**config.mk**
```make
export PLATFORM = sky130hd
export DESIGN_NAME = hazard_fwd_ctrl
export DESIGN_NICKNAME = d
export VERILOG_FILES = /design/src/rtl/hazard_fwd_ctrl.sv
export SDC_FILE = /design/constraint.sdc
export NUM_CORES = 1
export LEC_CHECK = 0
export CORE_ASPECT_RATIO = 1.4
export CORE_MARGIN = 5
export CORE_UTILIZATION = 30
export CTS_BUF_LIST = sky130_fd_sc_hd__clkbuf_8 sky130_fd_sc_hd__clkbuf_16
export DETAILED_ROUTE_END_ITERATION = 10
export MAX_ROUTING_LAYER = met4
export PLACE_DENSITY_LB_ADDON = 0.08
export SLEW_MARGIN = 30
export SYNTH_ARGS = -nofsm -noshare
export SYNTH_HDL_FRONTEND = slang
export SYNTH_SLANG_ARGS = --single-unit
```
**constraint.sdc**
```tcl
create_clock -name clk -period 4.3 [get_ports clk]
set_clock_uncertainty 0.15 [all_clocks]
set_input_delay 1.29 -clock clk [delete_from_list [all_inputs] [get_ports clk]]
set_output_delay 1.29 -clock clk [all_outputs]
set_load 0.01 [all_outputs]
```
**src/rtl/hazard_fwd_ctrl.sv**
```systemverilog
// rtl/hazard_fwd_ctrl.sv - stall and forwarding-select control for the E/M/W stages; optional STALL_CNT_EN adds stall_cnt
module hazard_fwd_ctrl #(
  parameter int REG_AW = 5,
  parameter int T_W    = 2
) (
  input  logic              clk,
  input  logic              rst_n,
  input  logic              d_valid,
  input  logic [REG_AW-1:0] d_rs,
  input  logic [REG_AW-1:0] d_rt,
  input  logic [T_W-1:0]    d_tuse_rs,
  input  logic [T_W-1:0]    d_tuse_rt,
  input  logic              d_wr,
  input  logic [REG_AW-1:0] d_dst,
  input  logic [T_W-1:0]    d_tnew,
  output logic              stall,
  output logic [1:0]        fwd_d_rs,
  output logic [1:0]        fwd_d_rt,
  output logic [1:0]        fwd_e_rs,
  output logic [1:0]        fwd_e_rt
`ifdef STALL_CNT_EN
  ,
  output logic [31:0]       stall_cnt
`endif
);

  localparam logic [1:0] SEL_BASE = 2'd0;
  localparam logic [1:0] SEL_M    = 2'd1;
  localparam logic [1:0] SEL_W    = 2'd2;

  // E entry: the instruction currently executing, with its source indices for E-stage forwarding
  logic              e_vld;
  logic [REG_AW-1:0] e_dst;
  logic [T_W-1:0]    e_tnew;
  logic [REG_AW-1:0] e_rs;
  logic [REG_AW-1:0] e_rt;

  // M entry: tnew already counted down once
  logic              m_vld;
  logic [REG_AW-1:0] m_dst;
  logic [T_W-1:0]    m_tnew;

  // W entry: its result always exists, so no tnew is kept
  logic              w_vld;
  logic [REG_AW-1:0] w_dst;

  logic e_ld;

  // Saturating countdown of cycles until the result exists
  function automatic logic [T_W-1:0] sat_dec(input logic [T_W-1:0] t);
    return (t == '0) ? '0 : t - 1'b1;
  endfunction

  // Register 0 is hard-wired zero and never produces a dependency
  function automatic logic hit(input logic vld, input logic [REG_AW-1:0] dst,
                               input logic [REG_AW-1:0] src);
    return vld && (dst == src) && (src != '0);
  endfunction

  // Nearest producer wins: M only once its result exists, otherwise W
  function automatic logic [1:0] fwd_sel(input logic m_h, input logic m_rdy, input logic w_h);
    if (m_h && m_rdy) return SEL_M;
    if (w_h)          return SEL_W;
    return SEL_BASE;
  endfunction

  assign e_ld = d_valid && !stall;

  // Stall when a producer in E or M cannot deliver before the D instruction needs the value
  always_comb begin
    stall = 1'b0;
    if (d_valid) begin
      if (hit(e_vld, e_dst, d_rs) && (e_tnew > d_tuse_rs)) stall = 1'b1;
      if (hit(e_vld, e_dst, d_rt) && (e_tnew > d_tuse_rt)) stall = 1'b1;
      if (hit(m_vld, m_dst, d_rs) && (m_tnew > d_tuse_rs)) stall = 1'b1;
      if (hit(m_vld, m_dst, d_rt) && (m_tnew > d_tuse_rt)) stall = 1'b1;
    end
  end

  // Operand mux selects for D and E; E has no E-to-D path since tnew>=1 there
  always_comb begin
    fwd_d_rs = fwd_sel(hit(m_vld, m_dst, d_rs), m_tnew == '0, hit(w_vld, w_dst, d_rs));
    fwd_d_rt = fwd_sel(hit(m_vld, m_dst, d_rt), m_tnew == '0, hit(w_vld, w_dst, d_rt));
    fwd_e_rs = fwd_sel(hit(m_vld, m_dst, e_rs), m_tnew == '0, hit(w_vld, w_dst, e_rs));
    fwd_e_rt = fwd_sel(hit(m_vld, m_dst, e_rt), m_tnew == '0, hit(w_vld, w_dst, e_rt));
  end

  // Advance the in-flight write tracker; E takes a bubble on stall or an empty D slot
  always_ff @(posedge clk or negedge rst_n) begin
    if (!rst_n) begin
      e_vld  <= 1'b0;
      e_dst  <= '0;
      e_tnew <= '0;
      e_rs   <= '0;
      e_rt   <= '0;
      m_vld  <= 1'b0;
      m_dst  <= '0;
      m_tnew <= '0;
      w_vld  <= 1'b0;
      w_dst  <= '0;
    end else begin
      w_vld  <= m_vld;
      w_dst  <= m_dst;
      m_vld  <= e_vld;
      m_dst  <= e_dst;
      m_tnew <= sat_dec(e_tnew);
      if (e_ld) begin
        e_vld  <= d_wr && (d_dst != '0);
        e_dst  <= d_dst;
        e_tnew <= d_tnew;
        e_rs   <= d_rs;
        e_rt   <= d_rt;
      end else begin
        e_vld  <= 1'b0;
        e_dst  <= '0;
        e_tnew <= '0;
        e_rs   <= '0;
        e_rt   <= '0;
      end
    end
  end

`ifdef STALL_CNT_EN
  // Free-running count of stalled cycles, wrapping at 2^32
  always_ff @(posedge clk or negedge rst_n) begin
    if (!rst_n) begin
      stall_cnt <= '0;
    end else if (stall) begin
      stall_cnt <= stall_cnt + 32'd1;
    end
  end
`endif

endmodule
```
==> impl_metrics.toml <==
[outcome]
run_status = "finished clean"

[sta]
fin_setup_tns_ns = 0
worst-slew-pin-transition_ns = 0.544
fmaxAchievable_mhz = 237
finalCritPeriodShare_pct = 98.3
post-route-worst-setup-slack_ns = 0.0723
setup_viol = 0
max-slew-margin-rel_pct = 63.3
slew_violations = 0
finalWorstPathRequiredPeriod_ns = 4.23
finalHoldViolCount = 0
rsz_0062_raised_after_global_routing = "no"

[floorplan]
die_area_sq_mm = 0.00799
design.portCount = 34
fp-row-count = 34
floorplan.core_area_sq_mm = 0.00617
die_x_um = 77.0
initial_core_util_pct = 30.5
die-height_um = 104

[clock_tree]
clk_root_buffer_cell = "clkbuf_8"
cts_tree = "built"
numClockSinks = 32
clock_edge_transition_at_the_registers_on_the_reported_setup_and_hold_paths_ns = 0.06
clock_latency_ns = 0.28
holdBufCountCts = 0
cts_htree_levels = 2
tritoncts.num_buffers = 5
cts.path.max_buffers = 2

[routing]
drt_first_pass_iters = 4
postRouteAntennaNets = 0
drc = 0
vias = 1524
wl_per_cell_um = 16.9
drt_iter0_markers = 26
vias_per_cell = 4.87
routed_wl_mm = 5.29

[setup_path]
reg2reg_setup_slack_ns = 1.82
worstSetupEndpointType = "primary output"
cp_data_arrival_time_ns = 2.79
critical_path_peak_fanout = 3
worst_r2r_path_depth = 8
critical_path.reg2reg.startpoint = "m_dst[1]"
timing.critical_path.from_type = "input pin"
worstSetupPathType = "input pin to primary output"
critPathRequiredTime_ns = 2.86
critical_path.reg2reg.endpoint = "e_dst[1]"

[synthesis]
synth.most_common_cell = "xnor2_1"
synth.top_cells.by_count = "44 x xnor2_1, 32 x dfrtp_1, 19 x and2_1"
netlist.area_leader.share_pct = 42.5
synth_top_flop_cell = "dfrtp_1"
netlist_top_cells_area = "dfrtp_1 42%, xnor2_1 20%, and2_1 6.3%, ha_1 5.3%, xor2_1 2.8%"
syn_avg_cell_area_sq_um = 10.6
post_synth_instance_area_sq_mm = 0.00188
ys.warnings.count = 0
synth_enable_flop_cells = 0
synth.distinct_cells = 31
post_synthesis_net_count = 210
synth.ff_latch_count = 32
yosys.area.top_type = "dfrtp_1"
synth_sequential_area_ratio_pct = 42.5
synthArstFlopShare_pct = 100
syn-instance-count = 177

[run]
cap_violations = 0

[power_and_ir_drop]
worst_ir_drop_vdd_mv = 0.129
power.density_cell_area_mw_per_mm2 = 261
pleak_uw = 0.00113

[final_layout]
number_of_antenna_repair_diodes = 0
layout.area.seq_sq_um = 801
area_delta_synth_final_pct = 44.2
fillCellCount = 589
multi_input_area_sq_mm = 0.00119
post_route_cells_drive_above_1_share_pct = 29.5
final_net_count = 274

[placed_design]
io_buffers = 33
gpl.final_weighted_congestion = 0.794
dp_slack_ns = -0.741
dp_hpwl_mm = 4.09

[grt]
grt_antenna_before_repair = 0
first_global_vias = 1815
grt_usage_pct = 14.7
grt_overflow_total = 0
grt_pass1_wl_mm = 8.85
largest_net_degree_at_the_start_of_global_routing = 33

[min_path]
hold_worst_path_end = "w_vld"
min_path_type = "flop to flop"
hold_path_depth = 0
worstHoldStart = "m_vld"
==> metal layers <==
layer  global-route usage [%]  vias up  routed length, um
met5                        -        -                  0
met4                     7.25        0                178
met3                     3.13       14                202
met2                     26.1       41               3000
met1                     15.0      745               1920
li1                         -      724                  -
==> report_power, final <==
part	switching [uW]	total, uW	internal, uW
Combinational	67.2	154	86.9
Sequential	26.6	344	317
Clock	104	212	107
==> logic make-up after synthesis <==
| group | after synthesis | synth area share, % |
|---|---|---|
| buf+inv | 12 | 2.79 |
| xor+xnor | 50 | 23.2 |
| simple gates | 67 | 22.9 |
| compound gates | 8 | 3.25 |
| fa+ha+maj | 8 | 5.31 |
| flops | 32 | 42.5 |
==> flip-flops by register name (all words and copies together), names as in the netlist <==
name / count
w_dst: 5
m_tnew: 2
e_rt: 5
m_dst: 5
w_vld: 1
m_vld: 1
e_vld: 1
e_rs: 5
e_dst: 5
e_tnew: 2
==> critical path, stage by stage <==
cell and delay [ns]:
dlygate4sd2_1 0.25, or4_4 0.43, nor2_4 0.12, buf_12 0.12, nor4bb_4 0.04, o41a_1 0.40
buf_2 0.14
==> repair_timing <==
action | CTS | global route
endpoints found under the setup margin | 5 | 3
pin swaps | 21 | 12
hold endpoints to repair | 0 | 0
setup buffers | 5 | 0
gates resized for setup | 58 | 16
==> worst max-delay path by stage <==
| stage | from | endpoint | cells after the start |
|---|---|---|---|
| after floorplan | d_rt[1] | fwd_d_rt[1] | 4 |
| after global placement | d_rt[2] | fwd_d_rt[1] | 6 |
| after detailed placement | d_rt[1] | fwd_d_rt[1] | 6 |
| after CTS | d_rs[1] | fwd_d_rs[0] | 6 |
| after global routing | d_rt[1] | stall | 7 |
| final | d_rt[1] | stall | 7 |
==> layout by cell type, fill, tap and decap left out, drive strengths merged <==
cell           count
and4               1
o2111ai            1
nand3              3
xnor2             44
o311a              1
and2              19
clkbuf             9
a21boi             1
or3                1
buf               37
xor2               6
inv                5
or4                4
clkdlybuf4s15      2
nor2b              5
dfrtp             32
nor3               1
nor4bb             1
o21ai              3
nand4              7
and4b              1
ha                 8
o41ai              1
nor2               6
o41a               1
nor4               9
clkinv             1
clkdlybuf4s50     14
dlygate4sd2        6
dlymetal6s2s       2
nor4b              1
nand2              8
==> metrics by stage <==
step	instances	utilization (%)	hold WS (ns)	total power (uW)	instance area, sq um
6_report	313	44.0	0.279	709	2720
5_1_grt	313	44.0	0.296	750	2720
4_1_cts	313	43.4	0.280	717	2680
3_5_place_dp	301	40.0	0.261	491	2470
3_3_place_gp	301	40.0	0.264	487	2470
2_1_floorplan	177	-	0.202	414	1880
==> layout make-up <==
type / count / share of cell area [%]
clock inverter: 2 / 0.322
sequential: 32 / 29.5
inverter: 4 / 0.553
multi-input combinational: 133 / 43.9
timing repair buffer: 65 / 19.9
tap: 72 / 3.32
clock buffer: 5 / 2.53
Note: power is estimated with default switching activity, not from simulation.
